### src/rtl/vga_timing_pkg.sv
// vga_timing_pkg: 640x480@60 VGA timing constants and the raster phase type
// Contents: default porch/sync/active lengths, H_TOTAL/V_TOTAL for those defaults,
// phase_t shared by the horizontal and vertical phase FSMs.
package vga_timing_pkg;
  localparam int DEF_H_ACTIVE = 640;
  localparam int DEF_H_FRONT = 16;
  localparam int DEF_H_SYNC = 96;
  localparam int DEF_H_BACK = 48;
  localparam int DEF_V_ACTIVE = 480;
  localparam int DEF_V_FRONT = 10;
  localparam int DEF_V_SYNC = 2;
  localparam int DEF_V_BACK = 33;
  localparam int H_TOTAL = DEF_H_ACTIVE + DEF_H_FRONT + DEF_H_SYNC + DEF_H_BACK;
  localparam int V_TOTAL = DEF_V_ACTIVE + DEF_V_FRONT + DEF_V_SYNC + DEF_V_BACK;
  typedef enum logic [1:0] {ACTIVE, FRONT, SYNC, BACK} phase_t;
endpackage

### src/rtl/vga_axis_counter.sv
// vga_axis_counter: wrap counter plus ACTIVE/FRONT/SYNC/BACK phase FSM for one raster axis
// Ports: clk, rst_n (sync active-low, loads last position / BACK), en (advance one step),
// cnt (current position), phase_nxt (phase after this edge), wrap (at last position and advancing).
module vga_axis_counter
  import vga_timing_pkg::*;
#(
  parameter int ACTIVE_LEN = DEF_H_ACTIVE,
  parameter int FRONT_LEN = DEF_H_FRONT,
  parameter int SYNC_LEN = DEF_H_SYNC,
  parameter int BACK_LEN = DEF_H_BACK,
  parameter int W = 10
) (
  input  logic         clk,
  input  logic         rst_n,
  input  logic         en,
  output logic [W-1:0] cnt,
  output phase_t       phase_nxt,
  output logic         wrap
);
  localparam int TOTAL = ACTIVE_LEN + FRONT_LEN + SYNC_LEN + BACK_LEN;
  localparam logic [W-1:0] A_END = W'(ACTIVE_LEN - 1);
  localparam logic [W-1:0] F_END = W'(ACTIVE_LEN + FRONT_LEN - 1);
  localparam logic [W-1:0] S_END = W'(ACTIVE_LEN + FRONT_LEN + SYNC_LEN - 1);
  localparam logic [W-1:0] T_END = W'(TOTAL - 1);
  if (ACTIVE_LEN < 1 || FRONT_LEN < 1 || SYNC_LEN < 1 || BACK_LEN < 1 || TOTAL > 2 ** W) begin : g_bad_len
    $error("vga_axis_counter: every phase needs length >= 1 and the total must fit in W bits");
  end
  phase_t phase;
  logic [W-1:0] last;
  // phase steps only when the counter sits on the last position of the current phase
  always_comb begin
    last = phase == ACTIVE ? A_END : phase == FRONT ? F_END : phase == SYNC ? S_END : T_END;
    wrap = en && cnt == T_END;
    phase_nxt = en && cnt == last ? phase_t'(phase + 2'd1) : phase;
  end
  always_ff @(posedge clk)
    if (!rst_n) begin
      cnt <= T_END;
      phase <= BACK;
    end else begin
      cnt <= wrap ? '0 : cnt + W'(en);
      phase <= phase_nxt;
    end
endmodule

### src/rtl/vga_timing_gen.sv
// vga_timing_gen: free-running VGA raster timing (default 640x480@60) from one pixel clock
// Ports: vgaclock, vgareset_n (sync active-low), vgacol/vgarow (raster position),
// vgavalid (visible pixel), vgahsync/vgavsync (level per SYNC_POL), vgaframe_start (pulse at (0,0)).
// Option: define VGA_TIMING_SYNC_DELAY_EN to delay hsync/vsync one extra cycle to line up
// with a registered colour stage downstream.
module vga_timing_gen
  import vga_timing_pkg::*;
#(
  parameter int H_ACTIVE = DEF_H_ACTIVE,
  parameter int H_FRONT = DEF_H_FRONT,
  parameter int H_SYNC = DEF_H_SYNC,
  parameter int H_BACK = DEF_H_BACK,
  parameter int V_ACTIVE = DEF_V_ACTIVE,
  parameter int V_FRONT = DEF_V_FRONT,
  parameter int V_SYNC = DEF_V_SYNC,
  parameter int V_BACK = DEF_V_BACK,
  parameter int SYNC_POL = 0
) (
  input  logic       vgaclock,
  input  logic       vgareset_n,
  output logic [9:0] vgacol,
  output logic [9:0] vgarow,
  output logic       vgavalid,
  output logic       vgahsync,
  output logic       vgavsync,
  output logic       vgaframe_start
);
  localparam int H_LEN = H_ACTIVE + H_FRONT + H_SYNC + H_BACK;
  localparam int V_LEN = V_ACTIVE + V_FRONT + V_SYNC + V_BACK;
  localparam logic ON = 1'(SYNC_POL);
  if (H_LEN > 1024 || V_LEN > 1024) begin : g_bad_size
    $error("vga_timing_gen: H and V totals must not exceed 1024");
  end
  phase_t h_phase_nxt, v_phase_nxt;
  logic h_wrap, v_wrap, hs, vs;
  vga_axis_counter #(
    .ACTIVE_LEN(H_ACTIVE), .FRONT_LEN(H_FRONT), .SYNC_LEN(H_SYNC), .BACK_LEN(H_BACK), .W(10)
  ) u_h (
    .clk(vgaclock), .rst_n(vgareset_n), .en(1'b1),
    .cnt(vgacol), .phase_nxt(h_phase_nxt), .wrap(h_wrap)
  );
  vga_axis_counter #(
    .ACTIVE_LEN(V_ACTIVE), .FRONT_LEN(V_FRONT), .SYNC_LEN(V_SYNC), .BACK_LEN(V_BACK), .W(10)
  ) u_v (
    .clk(vgaclock), .rst_n(vgareset_n), .en(h_wrap),
    .cnt(vgarow), .phase_nxt(v_phase_nxt), .wrap(v_wrap)
  );
  // flags are registered from next-state so they land on the same edge as the counters;
  // v_wrap is only true when h also wraps, so it marks the step into (0,0)
  always_ff @(posedge vgaclock)
    if (!vgareset_n) begin
      vgavalid <= 1'b0;
      hs <= ~ON;
      vs <= ~ON;
      vgaframe_start <= 1'b0;
    end else begin
      vgavalid <= h_phase_nxt == ACTIVE && v_phase_nxt == ACTIVE;
      hs <= h_phase_nxt == SYNC ? ON : ~ON;
      vs <= v_phase_nxt == SYNC ? ON : ~ON;
      vgaframe_start <= v_wrap;
    end
`ifdef VGA_TIMING_SYNC_DELAY_EN
  always_ff @(posedge vgaclock)
    if (!vgareset_n) begin
      vgahsync <= ~ON;
      vgavsync <= ~ON;
    end else begin
      vgahsync <= hs;
      vgavsync <= vs;
    end
`else
  assign vgahsync = hs;
  assign vgavsync = vs;
`endif
endmodule

### config.mk
export PLATFORM = sky130hd
export DESIGN_NAME = vga_timing_gen
export DESIGN_NICKNAME = d
export VERILOG_FILES = /design/src/rtl/vga_timing_pkg.sv /design/src/rtl/vga_axis_counter.sv /design/src/rtl/vga_timing_gen.sv
export SDC_FILE = /design/constraint.sdc
export NUM_CORES = 1
export LEC_CHECK = 0
export ABC_AREA = 1
export BUFFER_PORTS_ARGS = -buffer_cell sky130_fd_sc_hd__clkbuf_2
export CAP_MARGIN = 10
export CELL_PAD_IN_SITES_DETAIL_PLACEMENT = 1
export CELL_PAD_IN_SITES_GLOBAL_PLACEMENT = 1
export CORE_MARGIN = 3
export CORE_UTILIZATION = 40
export CTS_BUF_LIST = sky130_fd_sc_hd__clkbuf_16
export DETAILED_ROUTE_END_ITERATION = 8
export PLACE_DENSITY_LB_ADDON = 0.1
export SYNTH_ARGS = -nofsm -noshare
export SYNTH_HDL_FRONTEND = slang
export SYNTH_HIERARCHICAL = 1
export SYNTH_SLANG_ARGS = --single-unit
### constraint.sdc
create_clock -name vgaclock -period 2.29 [get_ports vgaclock]
set_input_delay 0.229 -clock vgaclock [delete_from_list [all_inputs] [get_ports vgaclock]]
set_output_delay 0.229 -clock vgaclock [all_outputs]
set_load 0.05 [all_outputs]
==> flow_summary.ini, run 1 <==
[status]
status = completed

[synthesis]
synth_edf_count = 0
synth_area_mm2 = 0.00168
yosysWarnings = 6
netlist_instances = 243
synth_seq_cells = 28
async_flop_share_pct = 0
ys_types = 25
syn_area_per_cell_um2 = 6.93
ys.flop_type = dfxtp_1
synth-seq-area-share_pct = 33.3

[worst_setup_path]
r2r_slack_ns = 0.28
max_stage_delay_ns = 0.39
critPathMaxFanout = 7
path_cells = nand2_2 -> nor2_4 -> nand4_4 -> inv_4 -> ha_1 -> ha_1 -> inv_1 -> nor2_2 -> nand4_1 -> xor2_1 -> inv_1 -> nor2_1
critPathArrivalTime_ns = 2.17
cp-start-kind = flip-flop
cp_slowest_cell = dfxtp_1
criticalPathCategory = reg2reg
end_kind = flip-flop
cp.buffers_inverters = 3
cp.required_ns = 2.45
cp_top_family = simple AND/OR/NAND/NOR gates
rr_worst_depth = 12
cp_num_cells = 12

[layout]
finalNetCount = 285
final_cells = 320
n_fill_cell = 532
diodes = 0
layout_commonest_cell = nand2_1
fin_area_mm2 = 0.00198
layout-drive-gt1-share_pct = 23.9
area.growth.synth_to_final_pct = 17.9
layout_common_cells = 65 x nand2_1, 33 x inv_1, 25 x clkbuf_2, 25 x dfxtp_1, 24 x nand3_1
register_area_um2 = 564
multi_input_comb_area_um2 = 977

[global_routing]
grt_antenna_before_repair = 0
gr-usage-all-layers_pct = 17.5
grt_pass1_vias = 1614
grt_pass1_wl_um = 7200
grt_max_degree = 21
gr-total-overflow = 0

[pwr]
power_switching_mw = 1.64
p_per_area_mw_per_mm2 = 1610
p_int_mw = 1.55
total_power_mw = 3.19
swShare_pct = 51.5
cellLeakagePower_nw = 1.03
ir_drop_uv = 802
seq_power_share_pct = 25.3
clockPowerShare_pct = 16.1
pwr-share-comb_pct = 58.6

[drt]
routed_wl_um = 4120
drc = 0
wl_per_cell_um = 12.9
drt_iter0_drc = 47
drt_pre_antenna_iters = 4
vias = 1546
postRouteAntennaNets = 0
viasPerCell = 4.83

[placed_design]
placed_cells = 316
numPortBuffers = 25
postPlaceCellArea_mm2 = 0.00187
dpl.hpwl_um = 3260
gp_congestion = 0.772

[floorplan]
die_area_mm2 = 0.00502
io_pins = 26
die_h_um = 70.9
core_mm2 = 0.00385
die_w_um = 70.9
std_cell_rows = 22
initial_core_util_pct = 43.7

[timing]
final_hold_viol_count = 0
max_freq_mhz = 498
period_share_pct = 87.8
slew_violations = 0
hold_ws_ns = 0.418
tns_ns = 0
rsz0062_at_grt = no
min_period_ns = 2.01
setup_viol = 0
skew_ns = 0.00378

[hold_path]
hold_class = in2reg
whs_path_depth = 2

[clock_network]
clk_pin_slew_ns = 0.07
postCtsSetupBuffers = 0
htree_num_levels = 1
clock_path_buffers = 2
cts_tree = yes
cts_made_buffers = 3
cts_sinks = 28
insertion_delay_ns = 0.26
cts-root-buf = clkbuf_16

[flow_run]
drv_cap = 0
==> kinds of logic (layout without fill, tap and decap cells) <==
family,count (synthesis),in the layout,synth area share (%)
and+or+nand+nor,143,143,41.3
buffers and inverters,41,69,9.15
DFF,28,28,33.3
adders and majority gates,10,10,7.43
AOI/OAI and AO/OA,10,10,3.42
xor gates and xnor gates,10,10,5.20
other,1,2,0.223
==> final timing paths <==
check,from,to
worst max-delay path,u_h/cnt[1],u_v/cnt[8]
worst min-delay path,vgareset_n,u_h/cnt[8]
worst max register to register,u_h/cnt[1],u_v/cnt[8]
worst min register to register,u_h/phase[0],u_h/phase[0]
==> through the flow <==
step / worst slack, ns / util (%)
after floorplan: 0.00672 / -
after detailed placement: 0.183 / 48.5
after global routing: 0.0385 / 51.5
after CTS: 0.159 / 51.3
after global placement: 0.290 / 48.5
final: 0.280 / 51.5
==> power groups by stage <==
stage / registers [mW] / logic (mW) / clock network, mW
2_1_floorplan: 1.16 / 1.12 / 0
5_1_grt: 0.842 / 2.09 / 0.547
3_3_place_gp: 0.817 / 1.82 / 0
3_5_place_dp: 0.822 / 1.85 / 0
6_report: 0.809 / 1.87 / 0.513
4_1_cts: 0.813 / 1.88 / 0.533
==> flip-flops by register name (all words and copies together), names as in the netlist <==
signal and flops:
u_h/phase 2, u_h/cnt 10, vgavsync 1, vgaframe_start 1, u_v/cnt 10, vgahsync 1
u_v/phase 2, vgavalid 1
==> worst reg2reg max path, delay by kind of cell (launching register included) <==
| family | cells | cell delay [ns] |
|---|---|---|
| adders and majority gates | 2 | 0.35 |
| buffers and inverters | 3 | 0.28 |
| DFF | 1 | 0.39 |
| and+or+nand+nor | 6 | 0.72 |
| xor gates and xnor gates | 1 | 0.16 |
==> synth_stat cells (4+ instances only) <==
cell / n / area share (%)
nor2_2: 5 / 1.9
dfxtp_1: 28 / 33
nand2_2: 8 / 3.0
ha_1: 10 / 7.4
xor2_1: 6 / 3.1
xnor2_1: 4 / 2.1
nand2_1: 65 / 14
nand4_1: 4 / 1.5
nor2_1: 24 / 5.4
nand3_1: 24 / 7.1
inv_2: 7 / 1.6
inv_1: 33 / 7.4
==> repair_timing <==
action | 4_1_cts | 5_1_grt
gates resized for setup | 0 | 4
setup endpoints to repair | 0 | 1
hold buffers | 0 | 0
endpoints found under the hold margin | 0 | 0
==> cell type report <==
type / count / share of cell area, %
Tap cell: 48 / 3.03
Multi-Input combinational cell: 175 / 49.2
Sequential cell: 28 / 28.4
Clock inverter: 1 / 1.51
Timing Repair Buffer: 25 / 6.31
Inverter: 40 / 7.69
Clock buffer: 3 / 3.78
==> routing by layer <==
| metal | track usage, % | wire [µm] | vias to the layer above | part of all wire, % |
|---|---|---|---|---|
| met3 | 3.84 | 126 | 2 | 3.1 |
| met1 | 22.5 | 1990 | 720 | 48 |
| met4 | 2.51 | 17 | 0 | 0.41 |
| met2 | 30.7 | 1990 | 16 | 48 |
| met5 | 0 | 0 | - | 0 |
| li1 | - | - | 808 | - |
(Power assumes the default switching activity.)
==> run 2: changes to the inputs <==
Settings changed: CORE_UTILIZATION 40 to 39, SYNTH_HIERARCHICAL 1 to unset.
==> run 2 against run 1 <==
Against the previous run: sequential share of layout area increased by 1.3 points; cell count is 0.63% higher; register-to-register slack got worse by 0.03 ns; die area is 2.5% lower; count of clock-buffer cells in the layout is the same; largest power group unchanged.
==> flow_summary.ini, run 2 <==
[synthesis]
yosys-top-cells-area = dfxtp_1 35%, nand2_1 19%, inv_1 8.5%
ys.flop_type = dfxtp_1
syn_area_per_cell_um2 = 6.48
synth.largest_area_cell = dfxtp_1
synth-compound-area-share_pct = 7.06
synth_edf_count = 0
yosys.cell_count.top_type = nand2_1
synth_seq_cells = 28
ys_types = 27
yosys.area_share.adder_pct = 6.27
async_flop_share_pct = 0
synthTopCellsByCount = 79 x nand2_1, 36 x inv_1, 32 x nor2_1, 28 x dfxtp_1, 15 x nand3_1
synth-simple-area-share_pct = 39.4
synthMuxAreaShare_pct = 0
synth_nets = 256
yosysTopAreaCellShare_pct = 35.1
yosysWarnings = 0
synth_top_family_by_area = simple AND/OR/NAND/NOR gates
netlist_instances = 246
synth-seq-area-share_pct = 35.1
synth_xor_area_share_pct = 2.20
synth_area_mm2 = 0.00160

[layout]
layout-drive-gt1-share_pct = 17.2
finalNetCount = 285
final_cells = 322
area.growth.synth_to_final_pct = 18.6
biggestRegsByFlops = u_h.cnt: 10 flops, u_v.cnt: 10 flops
n_fill_cell = 527
layout_commonest_cell = nand2_1
diodes = 0
layout_common_cells = 79 x nand2_1, 36 x inv_1, 32 x nor2_1, 26 x dfxtp_1, 25 x clkbuf_2

[placed_design]
placed_cells = 318
dpl.hpwl_um = 3080
numPortBuffers = 25
gp_congestion = 0.819

[hold_path]
hold_class = in2reg
hold_end = u_h.cnt[1]
whs_path_depth = 2
min-delay-start = vgareset_n

[status]
status = completed

[worst_setup_path]
reg2reg_to = u_v.cnt[9]
critPathArrivalTime_ns = 2.19
r2r_slack_ns = 0.25
cp-start-kind = flip-flop
cp.required_ns = 2.44
criticalPathCategory = reg2reg
critPathMaxFanout = 4
end_kind = flip-flop
r2r-start = u_h.cnt[0]
rr_worst_depth = 12

[clock_network]
clk_pin_slew_ns = 0.07
cts_sinks = 28
insertion_delay_ns = 0.27
cts_made_buffers = 3
hold_buffers = 0
clock_path_buffers = 2
cts_tree = yes
cts-root-buf = clkbuf_16
htree_num_levels = 1

[drt]
drt_pre_antenna_iters = 4
viasPerCell = 4.82
drc = 0
postRouteAntennaNets = 0
routed_wl_um = 3890
vias = 1551
drt_iter0_drc = 30
wl_per_cell_um = 12.1

[floorplan]
core_mm2 = 0.00380
io_pins = 26
die_h_um = 70.0
die_w_um = 70.0
initial_core_util_pct = 42.0
std_cell_rows = 22
die_area_mm2 = 0.00489

[timing]
slew_violations = 0
max_slew_margin_pct = 73.0
final_hold_viol_count = 0
tns_ns = 0
min_period_ns = 2.04
rsz0062_at_grt = no
setup_viol = 0
skew_ns = 0.00870
period_share_pct = 89.2
worst_pin_slew_ns = 0.405
max_freq_mhz = 489

[global_routing]
gr-total-overflow = 0
gr-usage-all-layers_pct = 17.4
grt_max_degree = 20
grt_pass1_wl_um = 7120
grt_antenna_before_repair = 0
grt_pass1_vias = 1594

[flow_run]
drv_cap = 0

[pwr]
p_per_area_mw_per_mm2 = 1550
ir_drop_uv = 445
cellLeakagePower_nw = 1.05
-- run 2: cell types whose count changed in the layout (fill, tap and decap cells not counted), sizes merged, moves of 2 or more --
cell	previous run	this run
conb	2	0
nand3	25	16
o21ai	7	12
nor3	7	2
xor2	6	4
a21oi	3	6
ha	10	8
xnor2	4	0
nor2	32	35
nand4	5	3
nand2	73	84
-- run 2: worst max-delay path by stage --
stage / from / to / cells after the start
6_report: u_h.cnt[0] / u_v.cnt[9] / 12
5_1_grt: u_h.cnt[0] / u_v.cnt[9] / 12
4_1_cts: u_h.cnt[0] / u_v.cnt[9] / 12
3_3_place_gp: u_h.cnt[0] / u_v.cnt[9] / 12
2_1_floorplan: u_h.cnt[2] / u_v.cnt[9] / 11
3_5_place_dp: u_h.cnt[0] / u_v.cnt[9] / 12
-- run 2: cell type report --
type / count / area [µm²] / share of cell area, %
multi-input combinational: 176 / 881 / 46.6
inverter: 40 / 150 / 7.94
sequential: 28 / 563 / 29.8
timing repair buffer: 26 / 133 / 7.01
clock inverter: 1 / 30.0 / 1.59
clock buffer: 3 / 75.1 / 3.97
tap: 48 / 60.1 / 3.17
-- run 2: worst max-delay path, cell delays in order (launching register included) --
cell and delay [ns]:
dfxtp_2 0.35, ha_1 0.18, nand2_2 0.12, nor2_4 0.12, nand2_2 0.08, nor2_4 0.12, ha_1 0.18, nand2_1 0.08
nor3_2 0.20, nand2_1 0.12, nor2_1 0.13, xor2_1 0.17, a21oi_1 0.08
-- run 2: routing by layer --
layer  GRT usage [%]  vias to the layer above  wire length [µm]
li1                -                      816                 -
met1            21.9                      711              1830
met2            31.1                       19              1900
met3            2.30                        5               107
met4            4.47                        0                46
met5               0                        -                 0
-- run 2: per-stage QoR --
step	hold WS, ns	util (%)	instance area [µm²]	power [mW]	setup slack [ns]
floorplan	0.472	-	1600	2.12	0.0637
global placement	0.459	46.9	1780	2.43	0.322
detailed placement	0.471	46.9	1780	2.45	0.142
CTS	0.394	49.7	1890	2.99	0.133
global route	0.420	49.8	1890	3.23	0.0570
finish	0.394	49.8	1890	2.94	0.247
-- run 2: repair_timing --
action / CTS / global route
buffers inserted: 0 / 0
setup endpoints to repair: 0 / 1
hold endpoints to repair: 0 / 0
resized for setup: 0 / 1
-- run 2: power by group --
part / switching [mW] / internal (mW) / total, mW
Combinational: 1.17 / 0.479 / 1.65
Sequential: 0.146 / 0.629 / 0.775
Clock: 0.167 / 0.348 / 0.515
Total: 1.48 / 1.46 / 2.94
-- run 2: cells by family after synthesis --
kind of cell,Yosys count
buf+inv,42
simple gates,143
compound gates,21
xor+xnor,4
fa+ha+maj,8
flops,28
==> run 3: changes to the inputs <==
Settings changed: RECOVER_POWER set to 100.
==> run 3 against run 2 <==
Against the previous run: die area stayed put; via count is 0.77% higher; sequential power is 0.5% lower; setup slack better by 0.028 ns; hold slack worse by 0.022 ns; total power is 2.9% lower; sequential cell count stayed put; global-route usage stayed put; count of clock-buffer cells in the layout stayed put; non-clock buffer count stayed put; design area is 3.4% lower; combinational power is 5% lower; largest power group unchanged.
==> flow_summary.ini, run 3 (synthesis results as in run 2) <==
[drt]
viasPerCell = 4.85
routed_wl_um = 3890
vias = 1563
drt_pre_antenna_iters = 5
drt_iter0_drc = 30
wl_per_cell_um = 12.1
postRouteAntennaNets = 0
drc = 0

[floorplan]
core_mm2 = 0.00380
initial_core_util_pct = 42.0
die_h_um = 70.0
die_w_um = 70.0
io_pins = 26
die_area_mm2 = 0.00489
std_cell_rows = 22

[global_routing]
grt_pass1_wl_um = 7120
gr-usage-all-layers_pct = 17.4
grt_pass1_vias = 1594
gr-total-overflow = 0
grt_max_degree = 20
grt_antenna_before_repair = 0

[timing]
period_share_pct = 88.0
max_slew_margin_pct = 59.8
skew_ns = 0.00808
max_freq_mhz = 496
worst_pin_slew_ns = 0.606
final_hold_viol_count = 0
rsz0062_at_grt = no
min_period_ns = 2.02
setup_viol = 0
slew_violations = 0
tns_ns = 0
setup_ws_ns = 0.274

[layout]
biggestRegsByFlops = u_h.cnt: 10 flops, u_v.cnt: 10 flops
layout_common_cells = 82 x nand2_1, 36 x inv_1, 32 x nor2_1, 26 x dfxtp_1, 25 x clkbuf_1
final_cells = 322
layout_commonest_cell = nand2_1
finalNetCount = 285
diodes = 0
fin_area_mm2 = 0.00183
area.growth.synth_to_final_pct = 14.6
post-route-util_pct = 48.1
layout-drive-gt1-share_pct = 5.84

[pwr]
p_per_area_mw_per_mm2 = 1560
pwr-share-comb_pct = 54.9
seq_power_share_pct = 27.0
p_int_mw = 1.40
swShare_pct = 50.8
clockPowerShare_pct = 18.0
power_switching_mw = 1.45
ir_drop_uv = 427
cellLeakagePower_nw = 0.970

[hold_path]
whs_path_depth = 2
hold_class = in2reg

[clock_network]
clock_path_buffers = 2
hold_buffers = 0
cts-root-buf = clkbuf_16
insertion_delay_ns = 0.27
clk_pin_slew_ns = 0.07
htree_num_levels = 1
cts_made_buffers = 3
cts_tree = yes
cts_sinks = 28

[placed_design]
postPlaceCellArea_mm2 = 0.00178
placed_cells = 318
dpl.hpwl_um = 3080
place_ws_ns = 0.142
numPortBuffers = 25
gp_congestion = 0.819

[worst_setup_path]
cp-start-kind = flip-flop
critPathMaxFanout = 4
criticalPathCategory = reg2reg
rr_worst_depth = 12
critPathArrivalTime_ns = 2.16
r2r_slack_ns = 0.27
end_kind = flip-flop
cp.required_ns = 2.44

[status]
status = completed

[flow_run]
drv_cap = 0
[run 3: cell count changes in the layout (fill, tap and decap cells not counted), sizes merged]
cell | before | now
buf | 1 | 0
clkbuf | 28 | 29
[run 3: stage by stage]
| stage | power [mW] | hold WS [ns] |
|---|---|---|
| floorplan | 2.12 | 0.472 |
| global placement | 2.43 | 0.459 |
| detailed placement | 2.45 | 0.471 |
| CTS | 2.99 | 0.394 |
| global route | 3.15 | 0.413 |
| finish | 2.85 | 0.372 |
[run 3: path summary, 6_finish.rpt]
| kind | startpoint | end |
|---|---|---|
| worst max register to register | u_h.cnt[0] | u_v.cnt[9] |
| worst min register to register | u_h.cnt[0] | u_h.cnt[0] |
| worst min-delay path | vgareset_n | u_h.cnt[1] |
| worst max-delay path | u_h.cnt[0] | u_v.cnt[9] |
[run 3: power groups by stage]
stage	Sequential, mW	Clock [mW]	Combinational, mW
after floorplan	1.12	0	0.996
after global placement	0.781	0	1.64
after detailed placement	0.784	0	1.66
after CTS	0.776	0.532	1.68
after global routing	0.803	0.553	1.79
final	0.771	0.514	1.57
[run 3: worst max-delay path, stage by stage (launching register included)]
cell     delay [ns]
dfxtp_2        0.35
ha_1           0.18
nand2_2        0.10
nor2_4         0.10
nand2_1        0.10
nor2_4         0.13
ha_1           0.18
nand2_1        0.08
nor3_2         0.19
nand2_1        0.12
nor2_1         0.13
xor2_1         0.17
a21oi_1        0.08
[run 3: routing by layer]
| metal | GRT usage, % | vias up | wire [µm] |
|---|---|---|---|
| li1 | - | 816 | - |
| met1 | 21.9 | 720 | 1790 |
| met2 | 31.1 | 22 | 1930 |
| met3 | 2.30 | 5 | 128 |
| met4 | 4.47 | 0 | 46 |
| met5 | 0 | - | 0 |
[run 3: cell type report]
cell class	instances	area, µm²
timing repair buffer	26	98.8
sequential	28	563
fill	538	1970
clock inverter	1	30.0
multi-input combinational	176	851
inverter	40	150
tap	48	60.1
clock buffer	3	75.1
[run 3: what timing repair did]
item,4_1_cts,5_1_grt
buffers inserted,0,0
gates resized for setup,0,1
endpoints found under the setup margin,0,1
